<file path="config.mk">
export PLATFORM = sky130hd
export DESIGN_NAME = multicycle_ctrl_fsm
export DESIGN_NICKNAME = d
export VERILOG_FILES = /design/src/rtl/multicycle_ctrl_fsm.sv
export SDC_FILE = /design/constraint.sdc
export NUM_CORES = 1
export LEC_CHECK = 0
export CAP_MARGIN = 0
export CORE_MARGIN = 10
export CORE_UTILIZATION = 35
export CTS_CLUSTER_SIZE = 16
export DETAILED_ROUTE_END_ITERATION = 12
export GPL_ROUTABILITY_DRIVEN = 0
export HOLD_SLACK_MARGIN = 0.12
export PLACE_DENSITY = 0.66
export RECOVER_POWER = 100
export SLEW_MARGIN = 0
export SYNTH_ARGS = -nofsm -noshare
export SYNTH_HDL_FRONTEND = slang
export SYNTH_SLANG_ARGS = --single-unit
export TNS_END_PERCENT = 100
</file>
<file path="constraint.sdc">
create_clock -name clk -period 3.35 [get_ports clk]
set_clock_uncertainty 0.2 [all_clocks]
set_input_delay 0.67 -clock clk [delete_from_list [all_inputs] [get_ports clk]]
set_output_delay 0.67 -clock clk [all_outputs]
set_load 0.01 [all_outputs]
</file>
<file path="src/rtl/multicycle_ctrl_fsm.sv">
// ---------------------------------------------------------------------------
// multicycle_ctrl_fsm
// Moore sequencer for a multi-cycle MIPS-subset datapath (R-type, lw, sw,
// bne, xori, j). One ALU and one unified memory port are shared across the
// FETCH / DECODE / EXEC / MEM / WB steps. Illegal opcodes and memory stalls
// longer than MEM_WAIT_MAX cycles park the FSM in a sticky TRAP state.
//
// Optional feature macro: MC_CTRL_PERF_EN
//   defined   -> adds instr_retired / cycle_count perf counters (CNT_W wide)
//   undefined -> counters and their ports are absent
//
// Ports
//   clk, rst_n          clock, synchronous active-low reset
//   opcode[5:0]         IR[31:26], valid from DECODE onward
//   alu_zero            ALU zero flag (bne decision)
//   mem_ready           memory handshake done
//   mem_req, mem_we     memory request / write select
//   iord                address select (0 PC, 1 ALUOut)
//   ir_write, pc_write  IR / PC load enables
//   pc_src[1:0]         PC source select
//   alu_src_a, alu_src_b[1:0], alu_op[1:0], sign_zero   ALU controls
//   reg_write, reg_dst, mem_to_reg                      register file controls
//   trap                sticky error flag
//   state_o[3:0]        current state (debug)
//   instr_retired, cycle_count  (MC_CTRL_PERF_EN only)
// ---------------------------------------------------------------------------
module multicycle_ctrl_fsm #(
  parameter int unsigned MEM_WAIT_MAX = 15
`ifdef MC_CTRL_PERF_EN
  ,
  parameter int unsigned CNT_W        = 32
`endif
) (
  input  logic             clk,
  input  logic             rst_n,
  input  logic [5:0]       opcode,
  input  logic             alu_zero,
  input  logic             mem_ready,
  output logic             mem_req,
  output logic             mem_we,
  output logic             iord,
  output logic             ir_write,
  output logic             pc_write,
  output logic [1:0]       pc_src,
  output logic             alu_src_a,
  output logic [1:0]       alu_src_b,
  output logic [1:0]       alu_op,
  output logic             sign_zero,
  output logic             reg_write,
  output logic             reg_dst,
  output logic             mem_to_reg,
  output logic             trap,
  output logic [3:0]       state_o
`ifdef MC_CTRL_PERF_EN
  ,
  output logic [CNT_W-1:0] instr_retired,
  output logic [CNT_W-1:0] cycle_count
`endif
);

  localparam int unsigned WD_W = (MEM_WAIT_MAX > 0) ? $clog2(MEM_WAIT_MAX + 1) : 1;

  localparam logic [5:0] OP_RTYPE = 6'b000000;
  localparam logic [5:0] OP_LW    = 6'b100011;
  localparam logic [5:0] OP_SW    = 6'b101011;
  localparam logic [5:0] OP_BNE   = 6'b000101;
  localparam logic [5:0] OP_XORI  = 6'b001110;
  localparam logic [5:0] OP_J     = 6'b000010;

  typedef enum logic [3:0] {
    S_FETCH  = 4'd0,
    S_DECODE = 4'd1,
    S_ADDR   = 4'd2,
    S_MEM_RD = 4'd3,
    S_WB_MEM = 4'd4,
    S_MEM_WR = 4'd5,
    S_EXEC_R = 4'd6,
    S_WB_R   = 4'd7,
    S_EXEC_I = 4'd8,
    S_WB_I   = 4'd9,
    S_BRANCH = 4'd10,
    S_JUMP   = 4'd11,
    S_TRAP   = 4'd12
  } state_t;

  state_t            r_state;
  state_t            w_state_next;
  logic [WD_W-1:0]   r_wd_cnt;
  logic              w_wd_hit;
  logic              w_in_wait;

  // Watchdog limit reached on the current stalled cycle (disabled when MAX = 0)
  assign w_wd_hit  = (MEM_WAIT_MAX != 0) && (r_wd_cnt == WD_W'(MEM_WAIT_MAX));
  assign w_in_wait = (r_state == S_FETCH) || (r_state == S_MEM_RD) || (r_state == S_MEM_WR);

  // State register
  always_ff @(posedge clk) begin
    if (!rst_n) r_state <= S_FETCH;
    else        r_state <= w_state_next;
  end

  // Consecutive-stall counter; clears on mem_ready or on leaving the wait state
  always_ff @(posedge clk) begin
    if (!rst_n) begin
      r_wd_cnt <= '0;
    end else if ((MEM_WAIT_MAX != 0) && w_in_wait && !mem_ready && (w_state_next == r_state)) begin
      r_wd_cnt <= r_wd_cnt + WD_W'(1);
    end else begin
      r_wd_cnt <= '0;
    end
  end

  // Next-state and Moore output decode; everything is held at 0 during reset
  always_comb begin
    w_state_next = r_state;
    mem_req      = 1'b0;
    mem_we       = 1'b0;
    iord         = 1'b0;
    ir_write     = 1'b0;
    pc_write     = 1'b0;
    pc_src       = 2'b00;
    alu_src_a    = 1'b0;
    alu_src_b    = 2'b00;
    alu_op       = 2'b00;
    sign_zero    = 1'b0;
    reg_write    = 1'b0;
    reg_dst      = 1'b0;
    mem_to_reg   = 1'b0;
    trap         = 1'b0;
    state_o      = 4'd0;

    if (rst_n) begin
      state_o = r_state;
      case (r_state)
        S_FETCH: begin
          mem_req   = 1'b1;
          alu_src_b = 2'b01;
          ir_write  = mem_ready;
          pc_write  = mem_ready;
          // mem_ready takes priority over a simultaneous timeout
          if (mem_ready)     w_state_next = S_DECODE;
          else if (w_wd_hit) w_state_next = S_TRAP;
        end
        S_DECODE: begin
          alu_src_b = 2'b11;
          case (opcode)
            OP_RTYPE:     w_state_next = S_EXEC_R;
            OP_LW, OP_SW: w_state_next = S_ADDR;
            OP_BNE:       w_state_next = S_BRANCH;
            OP_XORI:      w_state_next = S_EXEC_I;
            OP_J:         w_state_next = S_JUMP;
            default:      w_state_next = S_TRAP;
          endcase
        end
        S_ADDR: begin
          alu_src_a    = 1'b1;
          alu_src_b    = 2'b10;
          w_state_next = (opcode == OP_SW) ? S_MEM_WR : S_MEM_RD;
        end
        S_MEM_RD: begin
          mem_req = 1'b1;
          iord    = 1'b1;
          if (mem_ready)     w_state_next = S_WB_MEM;
          else if (w_wd_hit) w_state_next = S_TRAP;
        end
        S_WB_MEM: begin
          reg_write    = 1'b1;
          mem_to_reg   = 1'b1;
          w_state_next = S_FETCH;
        end
        S_MEM_WR: begin
          mem_req = 1'b1;
          iord    = 1'b1;
          mem_we  = 1'b1;
          if (mem_ready)     w_state_next = S_FETCH;
          else if (w_wd_hit) w_state_next = S_TRAP;
        end
        S_EXEC_R: begin
          alu_src_a    = 1'b1;
          alu_op       = 2'b10;
          w_state_next = S_WB_R;
        end
        S_WB_R: begin
          reg_write    = 1'b1;
          reg_dst      = 1'b1;
          w_state_next = S_FETCH;
        end
        S_EXEC_I: begin
          alu_src_a    = 1'b1;
          alu_src_b    = 2'b10;
          alu_op       = 2'b11;
          sign_zero    = 1'b1;
          w_state_next = S_WB_I;
        end
        S_WB_I: begin
          reg_write    = 1'b1;
          w_state_next = S_FETCH;
        end
        S_BRANCH: begin
          alu_src_a    = 1'b1;
          alu_op       = 2'b01;
          pc_src       = 2'b01;
          pc_write     = ~alu_zero;
          w_state_next = S_FETCH;
        end
        S_JUMP: begin
          pc_src       = 2'b10;
          pc_write     = 1'b1;
          w_state_next = S_FETCH;
        end
        S_TRAP: begin
          trap = 1'b1;
        end
        default: begin
          w_state_next = S_TRAP;
        end
      endcase
    end
  end

`ifdef MC_CTRL_PERF_EN
  logic [CNT_W-1:0] r_instr_retired;
  logic [CNT_W-1:0] r_cycle_count;

  // Retirement = any return to FETCH from another state
  always_ff @(posedge clk) begin
    if (!rst_n) begin
      r_instr_retired <= '0;
      r_cycle_count   <= '0;
    end else begin
      if ((r_state != S_FETCH) && (w_state_next == S_FETCH))
        r_instr_retired <= r_instr_retired + CNT_W'(1);
      if (r_state != S_TRAP)
        r_cycle_count <= r_cycle_count + CNT_W'(1);
    end
  end

  assign instr_retired = rst_n ? r_instr_retired : '0;
  assign cycle_count   = rst_n ? r_cycle_count   : '0;
`endif

endmodule

</file>
=== Yosys cells after proc, flatten, opt, wreduce, memory -nomap -nowiden ===
Cells that the tools add are included.

* Reduce and logical (&&, ||, !) cells: 15
* Multiplexer cells: 37
* Eq/ne operators: 19
* Add/sub/neg operators: 1
* Bitwise operators: 1

{| class="wikitable"
|+ Operator list
! kind !! number
|-
| 4-bit one-hot mux with 9 select lines || 1
|-
| 4-bit equality test (second input constant) || 6
|-
| 4-bit two-way mux || 6
|-
| 1-bit two-way mux || 21
|-
| 4-bit one-hot mux with 5 select lines || 1
|-
| 4-bit by 3-bit equality test with 1-bit output (second input constant) || 4
|-
| 6-bit equality test (second input constant) || 2
|-
| 2-bit one-hot mux with 3 select lines || 2
|-
| 4-bit by 2-bit equality test with 1-bit output (second input constant) || 2
|-
| 6-bit by 2-bit equality test with 1-bit output (second input constant) || 1
|-
| 6-bit by 3-bit equality test with 1-bit output (second input constant) || 1
|-
| 6-bit by 4-bit equality test with 1-bit output (second input constant) || 1
|-
| 6-bit zero test || 1
|-
| 2-bit two-way mux || 3
|-
| 2-bit OR reduction || 3
|-
| 3-bit OR reduction || 2
|-
| 5-bit OR reduction || 1
|-
| 4-bit by 1-bit adder with 4-bit output (second input constant) || 1
|-
| 4-bit by 1-bit equality test with 1-bit output (second input constant) || 1
|-
| 4-bit equality test || 1
|-
| 4-bit zero test || 1
|-
| 2-bit one-hot mux with 2 select lines || 1
|-
| 4-bit OR reduction || 1
|-
| 3-bit two-way mux || 1
|-
| 6 further kinds || 8
|}

* Register bits after elaboration: 8
* Logic and storage cells: 75

=== Logic depth before layout (Yosys ltp) ===
Gate-level depths: netlist of the first run.

* Depth in word-level cells: 8
* Mapped depth: 6
* Mapped depth without buffers: 6

=== Worst setup path after synthesis of the first run ===
No wires, ideal clock.

* Path type: input to output
* From: input port rst_n
* To: output port pc_write
* Slack: 1045 ps
* Stages on the path: 4
* Arrival time: 1435 ps
* Buffers on the path: 1
* Cells stage by stage: nand2b_1 -> clkbuf_1 -> nor3_1 -> o21bai_1

* Cells in the longest elaborated chain, start to end: 1

{| class="wikitable"
|+ Ends and longest elaborated chain
! element !! line !! text
|-
| from (decl) || 35 || <nowiki>input logic rst_n,</nowiki>
|-
| 1-bit two-way mux || 132 || <nowiki>if (rst_n) begin</nowiki>
|-
| to (decl) || 43 || <nowiki>output logic pc_write,</nowiki>
|}

No other way between the ends.

=== Worst setup path in the final report of the first run ===
Same ends and word-level chain as after synthesis.

==> summary.md, run 1 <==
| Metric | Value |
|---|---|
| Setup CP Type | in2out |
| Worst EP arrival | 2270 ps |
| Top cell type's share of synthesized area | 19.7% |
| Post-synth top cells | nor3_1 (13), nor2_1 (11), nand2_1 (9), nand2b_1 (9) |
| Sw frac | 42.7% |
| Die area | 4660 sq um |
| Synth cell types | 38 |
| CTS tree | yes |
| Overflow after GRT | 0 |
| Pin count of the biggest net entering global routing | 18 |
| Pwr Total | 488 uW |
| P_int | 280 uW |
| Syn_area_per_cell | 6.84 sq um |
| Max_slew headroom | 61.6% |
| Clock sinks | 8 |
| Final period utilization | 93.8% |
| Io pins | 31 |
| Reg power frac | 29.2% |
| Routed WL | 2.46 mm |
| Pwr Density | 422 nW/um^2 |
| Post-DP HPWL | 1.99 mm |
| Setup TNS | 0 ps |
| Synth async-reset ratio | 0% |
| Peak Freq | 318 MHz |
| Detailed-route via count | 936 |
| Clock power frac | 15.7% |
| RSZ-0062 raised after global routing | no |
| Area of the multi-input gates | 591 sq um |
| LEAKAGE | 0.470 nW |
| Max FO, Critical Path | 5 |
| Ant. Diodes | 0 |
| Pins over their slew limit | 0 |
| Port Buf Inserts | 30 |
| Worst-Margin Slew | 576 ps |
| Initial detailed-routing violation count | 33 |
| Combinational Power Share | 55.1% |
| # rows | 17 |
| Num CTS Buffers | 3 |
| DR WL/cell | 14.0 um |
| Core area | 2210 sq um |
| Mapped Nets | 130 |
| CTS max path bufs | 2 |
| Drt pass-1 iters | 4 |
| Switching power | 209 uW |
| Die Y | 68.2 um |
| Register bit total from synthesis | 8 |
| Die Width | 68.2 um |
| Via density | 5.35 |
| First-pass GRT wire length | 4.08 mm |
| Fraction of layout cells with a size suffix above 1 | 8.84% |
| WP data required | 2480 ps |
| Post-Layout Cell Count | 175 |
| Max Cap Violations | 0 |
| Most common cell in the netlist | nor3_1 |
| Gate Count Post-Synth | 119 |
| Total Routing Usage GR | 11.1% |
| Post-Syn Area | 815 sq um |
| Hold buffer count at cts | 0 |
| Vias in the first global route | 921 |
| Clock latency on the worst-skew pair | 260 ps |
| FF/Latch Area | 160 sq um |
| Residual DRC count | 0 |
| Yosys top cell by area | dfxtp_1 |
| P&R area growth vs syn | 42.1% |
| Post-synth EDFFs | 0 |
| Final ANT Viol Nets | 0 |
| Leading register cell type out of synthesis | dfxtp_1 |
| Tmin final | 3140 ps |
| CTS clock-pin slew for the worst setup and hold paths | 60 ps |
| Crit. End Element | output pin |
| Initial core utilization | 36.8% |
| CTS root buf | clkbuf_4 |
| Status | finished clean |
| Largest cells by area after synthesis | dfxtp_1 (20%), nor3_1 (8.0%), nand2b_1 (6.9%), nor2_1 (5.1%), o21ai_0 (4.9%) |
| Worst VDD drop | 372 uV |
| FILL cells | 228 |
| Worst R2R Setup Slack | 1610 ps |
| YS warnings | 0 |
| Htree depth | 1 |
| Antenna violations before repair | 0 |
| Final #Nets | 160 |
| Placed Instances | 172 |
| Hold Path Class | reg2reg |
| Setup bufs post-CTS | 0 |
| Final setup violation count | 0 |
| Post-CTS sizing | 0 |
| Register area share after synthesis | 19.7% |
| Crit start category | input port |
| Final Hold Viols | 0 |
logic make-up after synthesis:
logic type               after synthesis  share of synthesized area (%)
multiplexers                           1                           1.38
XOR/XNOR                               6                           6.45
buffers and inverters                 14                           7.83
AO/OA/AOI/OAI                         27                           22.3
AND/OR/NAND/NOR                       62                           40.9
adder cells (fa/ha/maj)                1                           1.54
flip-flops                             8                           19.7
per-layer routing:
layer | global-route usage, % | up-vias | wire (um)
met4 | 3.77 | 0 | 43
met2 | 20.5 | 22 | 1290
met3 | 4.40 | 6 | 149
met1 | 11.0 | 431 | 972
li1 | - | 477 | -
met5 | 0 | - | 0
final timing paths:
path         cells past startpoint                    from                      to
min reg2reg                      1  r_wd_cnt[0]$_SDFF_PN0_  r_wd_cnt[0]$_SDFF_PN0_
max reg2reg                      6  r_wd_cnt[0]$_SDFF_PN0_   r_state[0]$_SDFF_PN0_
max                              5                   rst_n                pc_write
min                              1  r_wd_cnt[0]$_SDFF_PN0_  r_wd_cnt[0]$_SDFF_PN0_
flip-flops by register name (all words and copies together) (netlist names):
name	flops
r_state	4
r_wd_cnt	4
metrics by stage:
stage | util, % | area [sq um] | worst slack (ps) | hold slack (ps)
after CTS | 52.5 | 1160 | 247 | 264
after floorplan | - | 815 | 1050 | 232
after detailed placement | 51.5 | 1140 | 252 | 256
final | 52.3 | 1160 | 208 | 265
after global routing | 52.3 | 1160 | 53.7 | 290
after global placement | 51.5 | 1140 | 311 | 246
power by group through the flow:
stage	logic (mW)	registers [mW]	clock network (mW)
2_1_floorplan	0.201	0.118	0
5_1_grt	0.302	0.147	0.0837
4_1_cts	0.285	0.142	0.0797
6_report	0.269	0.143	0.0768
3_3_place_gp	0.281	0.144	0
3_5_place_dp	0.284	0.144	0
cell usage in the layout (no fill, tap or decap), drive strengths merged, types with 5 or more instances in the layout:
cell	n
nor3	13
a21oi	6
dlygate4sd3	22
nor2	11
dfxtp	8
nor4	5
o21ai	9
nand2b	9
nand2	10
and2	5
clkdlybuf4s50	8
layout make-up:
cell class	instances	area share (%)
repair buffers	35	28.9
inverters	4	1.30
well taps	28	3.03
flip-flops and latches	8	13.8
clock buffers	3	1.95
multi-input cells	97	51.0
worst max-delay path, stage by stage:
cell and delay, ps:
clkdlybuf4s50_1 540, nand2b_1 90, nor3_1 210, o21bai_1 130, dlygate4sd3_1 620
No activity file was read; power rests on OpenSTA's default activity.
==> run 2, diff against run 1 <==
--- a/config.mk
+++ b/config.mk
@@ -11,7 +11,6 @@
 export CTS_CLUSTER_SIZE = 16
 export DETAILED_ROUTE_END_ITERATION = 12
 export GPL_ROUTABILITY_DRIVEN = 0
-export HOLD_SLACK_MARGIN = 0.12
 export PLACE_DENSITY = 0.66
 export RECOVER_POWER = 100
 export SLEW_MARGIN = 0
==> results of run 2 <==
No change in the layout: final DEF, timing and power equal those of run 1.
==> run 3, diff against run 2 <==
--- a/config.mk
+++ b/config.mk
@@ -5,13 +5,14 @@
 export SDC_FILE = /design/constraint.sdc
 export NUM_CORES = 1
 export LEC_CHECK = 0
+export ABC_AREA = 1
 export CAP_MARGIN = 0
-export CORE_MARGIN = 10
+export CORE_MARGIN = 2
 export CORE_UTILIZATION = 35
 export CTS_CLUSTER_SIZE = 16
 export DETAILED_ROUTE_END_ITERATION = 12
 export GPL_ROUTABILITY_DRIVEN = 0
-export PLACE_DENSITY = 0.66
+export PLACE_DENSITY = 0.65
 export RECOVER_POWER = 100
 export SLEW_MARGIN = 0
 export SYNTH_ARGS = -nofsm -noshare
==> run 3 against run 2 <==
  * Total power decreased by 23%
  * Global-route usage increased by 8.2 points
  * Fmax decreased by 0.93%
  * Synthesized area increased by 5.2%
  * Count of clock-buffer cells in the layout unchanged
  * Sequential power decreased by 19%
  * Clock power decreased by 7.0%
  * Critical path type unchanged
  * Critical endpoint unchanged
  * Highest routed layer unchanged
==> summary.md, run 3 <==
| Metric | Value |
|---|---|
| Worst path cell trace | clkdlybuf4s50_1, inv_1, nor3_1, a31o_2, dlygate4sd3_1 (was clkdlybuf4s50_1, nand2b_1, nor3_1, o21bai_1, dlygate4sd3_1) |
| Via density | 5.06 (was 5.35) |
| Residual DRC count | 0 (unchanged) |
| Num CTS Buffers | 3 (unchanged) |
| Crit start category | input port (unchanged) |
| Routed WL | 2.49 mm (was 2.46 mm) |
| Pin count of the biggest net entering global routing | 13 (was 18) |
| Setup TNS | 0 ps (unchanged) |
| Syn_area_per_cell | 5.46 sq um (was 6.84 sq um) |
| Initial detailed-routing violation count | 46 (was 33) |
| CP max stage delay | 590 ps (was 620 ps) |
| Reg2Reg Capture Point | r_wd_cnt[2]$_SDFF_PN0_ (was r_state[0]$_SDFF_PN0_) |
| Yosys top cell by area | dfxtp_1 (unchanged) |
| Critical Path Source | mem_ready (was rst_n) |
| Peak Freq | 315 MHz (was 318 MHz) |
| Status | finished clean (unchanged) |
| Crit. End Element | output pin (unchanged) |
| Final #Nets | 203 (was 160) |
| RSZ-0062 raised after global routing | no (unchanged) |
| Post-Layout Cell Count | 218 (was 175) |
| Max FO, Critical Path | 5 (unchanged) |
| CTS clock-pin slew for the worst setup and hold paths | 50 ps (was 60 ps) |
| Die Width | 53.5 um (was 68.2 um) |
| Die Y | 53.5 um (was 68.2 um) |
| Htree depth | 1 (unchanged) |
| CTS tree | yes (unchanged) |
| Core area | 2250 sq um (was 2210 sq um) |
| Final ANT Viol Nets | 0 (unchanged) |
| Commonest non-fill, non-tap cell in the layout | nand2_1 (was dlygate4sd3_1) |
| R2R Path Start | r_state[1]$_SDFF_PN0_ (was r_wd_cnt[0]$_SDFF_PN0_) |
| Top cell type's share of synthesized area | 18.7% (was 19.7%) |
| Pins over their slew limit | 0 (unchanged) |
| Max_slew headroom | 79.4% (was 61.6%) |
| Drt pass-1 iters | 5 (was 4) |
| Final period utilization | 94.7% (was 93.8%) |
| WP buf/inv | 3 (was 2) |
| Setup CP Type | in2out (unchanged) |
| Post-synth EDFFs | 0 (unchanged) |
| CP max-delay cell | dlygate4sd3_1 (unchanged) |
| CTS max path bufs | 2 (unchanged) |
| Post-CTS sizing | 0 (unchanged) |
| Reg2Reg Depth | 8 (was 6) |
| Worst-Margin Slew | 306 ps (was 576 ps) |
| Die area | 2860 sq um (was 4660 sq um) |
| Largest cells by area after synthesis | dfxtp_1 (19%), nand2_1 (16%), nor2_1 (11%), nand3_1 (11%), inv_1 (10%) (was dfxtp_1 (20%), nor3_1 (8.0%), nand2b_1 (6.9%), nor2_1 (5.1%), o21ai_0 (4.9%)) |
| Critical path's top delay family | buffers and inverters (unchanged) |
| Total Routing Usage GR | 19.3% (was 11.1%) |
| LEAKAGE | 0.653 nW (was 0.470 nW) |
| Clock latency on the worst-skew pair | 250 ps (was 260 ps) |
| Setup crit end | pc_write (unchanged) |
| WP data required | 2480 ps (about the same) |
| Post-Syn Area | 857 sq um (was 815 sq um) |
| Fraction of layout cells with a size suffix above 1 | 7.89% (was 8.84%) |
| Overflow after GRT | 0 (unchanged) |
| Most common cell in the netlist | nand2_1 (was nor3_1) |
| Port Buf Inserts | 30 (unchanged) |
| Antenna violations before repair | 0 (unchanged) |
| Initial core utilization | 38.0% (was 36.8%) |
| YS warnings | 0 (unchanged) |
| Vias in the first global route | 928 (was 921) |
| Mapped Nets | 168 (was 130) |
| P&R area growth vs syn | 40.7% (was 42.1%) |
| Setup bufs post-CTS | 0 (unchanged) |
| # rows | 17 (unchanged) |
| Worst R2R Setup Slack | 1470 ps (was 1610 ps) |
| Pwr Total | 375 uW (was 488 uW) |
| Gate Count Post-Synth | 157 (was 119) |
| Post-synth top cells | nand2_1 (37), nor2_1 (26), inv_1 (23) (was nor3_1 (13), nor2_1 (11), nand2_1 (9), nand2b_1 (9)) |
| Clock sinks | 8 (unchanged) |
| Final Hold Viols | 0 (unchanged) |
| Most frequent cells in the layout | nand2_1 (37), nor2_1 (26), inv_1 (23) (was dlygate4sd3_1 (22), nor3_1 (13), nor2_1 (11)) |
| Max Cap Violations | 0 (unchanged) |
| DR WL/cell | 11.4 um (was 14.0 um) |
| Synth cell types | 25 (was 38) |
| Worst EP arrival | 2300 ps (was 2270 ps) |
| Synth async-reset ratio | 0% (unchanged) |
| Io pins | 31 (unchanged) |
| Tmin final | 3170 ps (was 3140 ps) |
| Detailed-route via count | 1103 (was 936) |
| Worst VDD drop | 259 uV (was 372 uV) |
| First-pass GRT wire length | 4.10 mm (was 4.08 mm) |
| Register bit total from synthesis | 8 (unchanged) |
| Crit. path cell count | 5 (unchanged) |
| Post-DP HPWL | 2.06 mm (was 1.99 mm) |
| Ant. Diodes | 0 (unchanged) |
| Hold buffer count at cts | 0 (unchanged) |
| Final setup violation count | 0 (unchanged) |
| HP Start | r_wd_cnt[0]$_SDFF_PN0_ (unchanged) |
| Register area share after synthesis | 18.7% (was 19.7%) |
| Largest regs | r_state (4), r_wd_cnt (4) (unchanged) |
| CTS root buf | clkbuf_4 (unchanged) |
| Hold Path Class | reg2reg (unchanged) |
| Placed Instances | 215 (was 172) |
| Pwr Density | 311 nW/um^2 (was 422 nW/um^2) |
| Leading register cell type out of synthesis | dfxtp_1 (unchanged) |
[run 3: cell types whose count changed in the layout (fill, tap and decap cells not counted), sizes merged, moves of 4 or more]
cell	before	now
and2	5	0
nand2b	9	0
nand2	10	38
nand3	2	21
nor3	13	9
inv	4	25
o21ai	9	1
nor4	5	1
nor2	11	30
[run 3: power breakdown]
group,total (mW),switching (mW),internal (mW)
clock,0.0714,0.0306,0.0408
sequential,0.116,0.0135,0.103
combinational,0.188,0.112,0.0761
[run 3: logic make-up after synthesis]
family	after synthesis	share of synthesized area [%]
AO/OA/AOI/OAI	15	10.2
buffers and inverters	29	14.5
adder cells (fa/ha/maj)	1	1.46
XOR/XNOR	3	3.07
AND/OR/NAND/NOR	101	52.1
flip-flops	8	18.7
[run 3: how the worst min path moves through the flow]
stage / to / cells past startpoint / slack (ps)
global route: r_wd_cnt[0]$_SDFF_PN0_ / 1 / 280
global placement: r_wd_cnt[0]$_SDFF_PN0_ / 1 / 240
CTS: r_wd_cnt[0]$_SDFF_PN0_ / 1 / 260
detailed placement: r_wd_cnt[0]$_SDFF_PN0_ / 1 / 250
finish: r_wd_cnt[0]$_SDFF_PN0_ / 1 / 260
floorplan: r_wd_cnt[0]$_SDFF_PN0_ / 1 / 230
[run 3: routing by layer]
layer	vias to the layer above	track usage [%]	share of wire [%]
met2	44	34.2	46
met4	0	1.28	0.36
met5	-	0	0
li1	568	-	-
met3	2	4.52	6.2
met1	489	24.5	47
[run 3: layout make-up]
type                       instances  area, sq um
sequential                         8          160
inverter                          26         97.6
tap                               28         35.0
timing repair buffer              33          323
clock buffer                       3         22.5
fill                             233         1050
multi-input combinational        120          568
[run 3: worst register-to-register path, delay by kind of cell (launching register included)]
kind	cells	cell delay, ps
and+or+nand+nor	7	910
DFF	1	500
AOI/OAI and AO/OA	1	200
[run 3: through the flow]
| step | area (sq um) | util (%) | worst slack, ps | hold slack [ps] |
|---|---|---|---|---|
| 6_report | 1210 | 53.5 | 178 | 261 |
| 5_1_grt | 1210 | 53.5 | 83.2 | 279 |
| 4_1_cts | 1210 | 53.7 | 200 | 262 |
| 3_5_place_dp | 1190 | 52.7 | 206 | 252 |
| 3_3_place_gp | 1190 | 52.7 | 289 | 242 |
| 2_1_floorplan | 857 | - | 1050 | 229 |
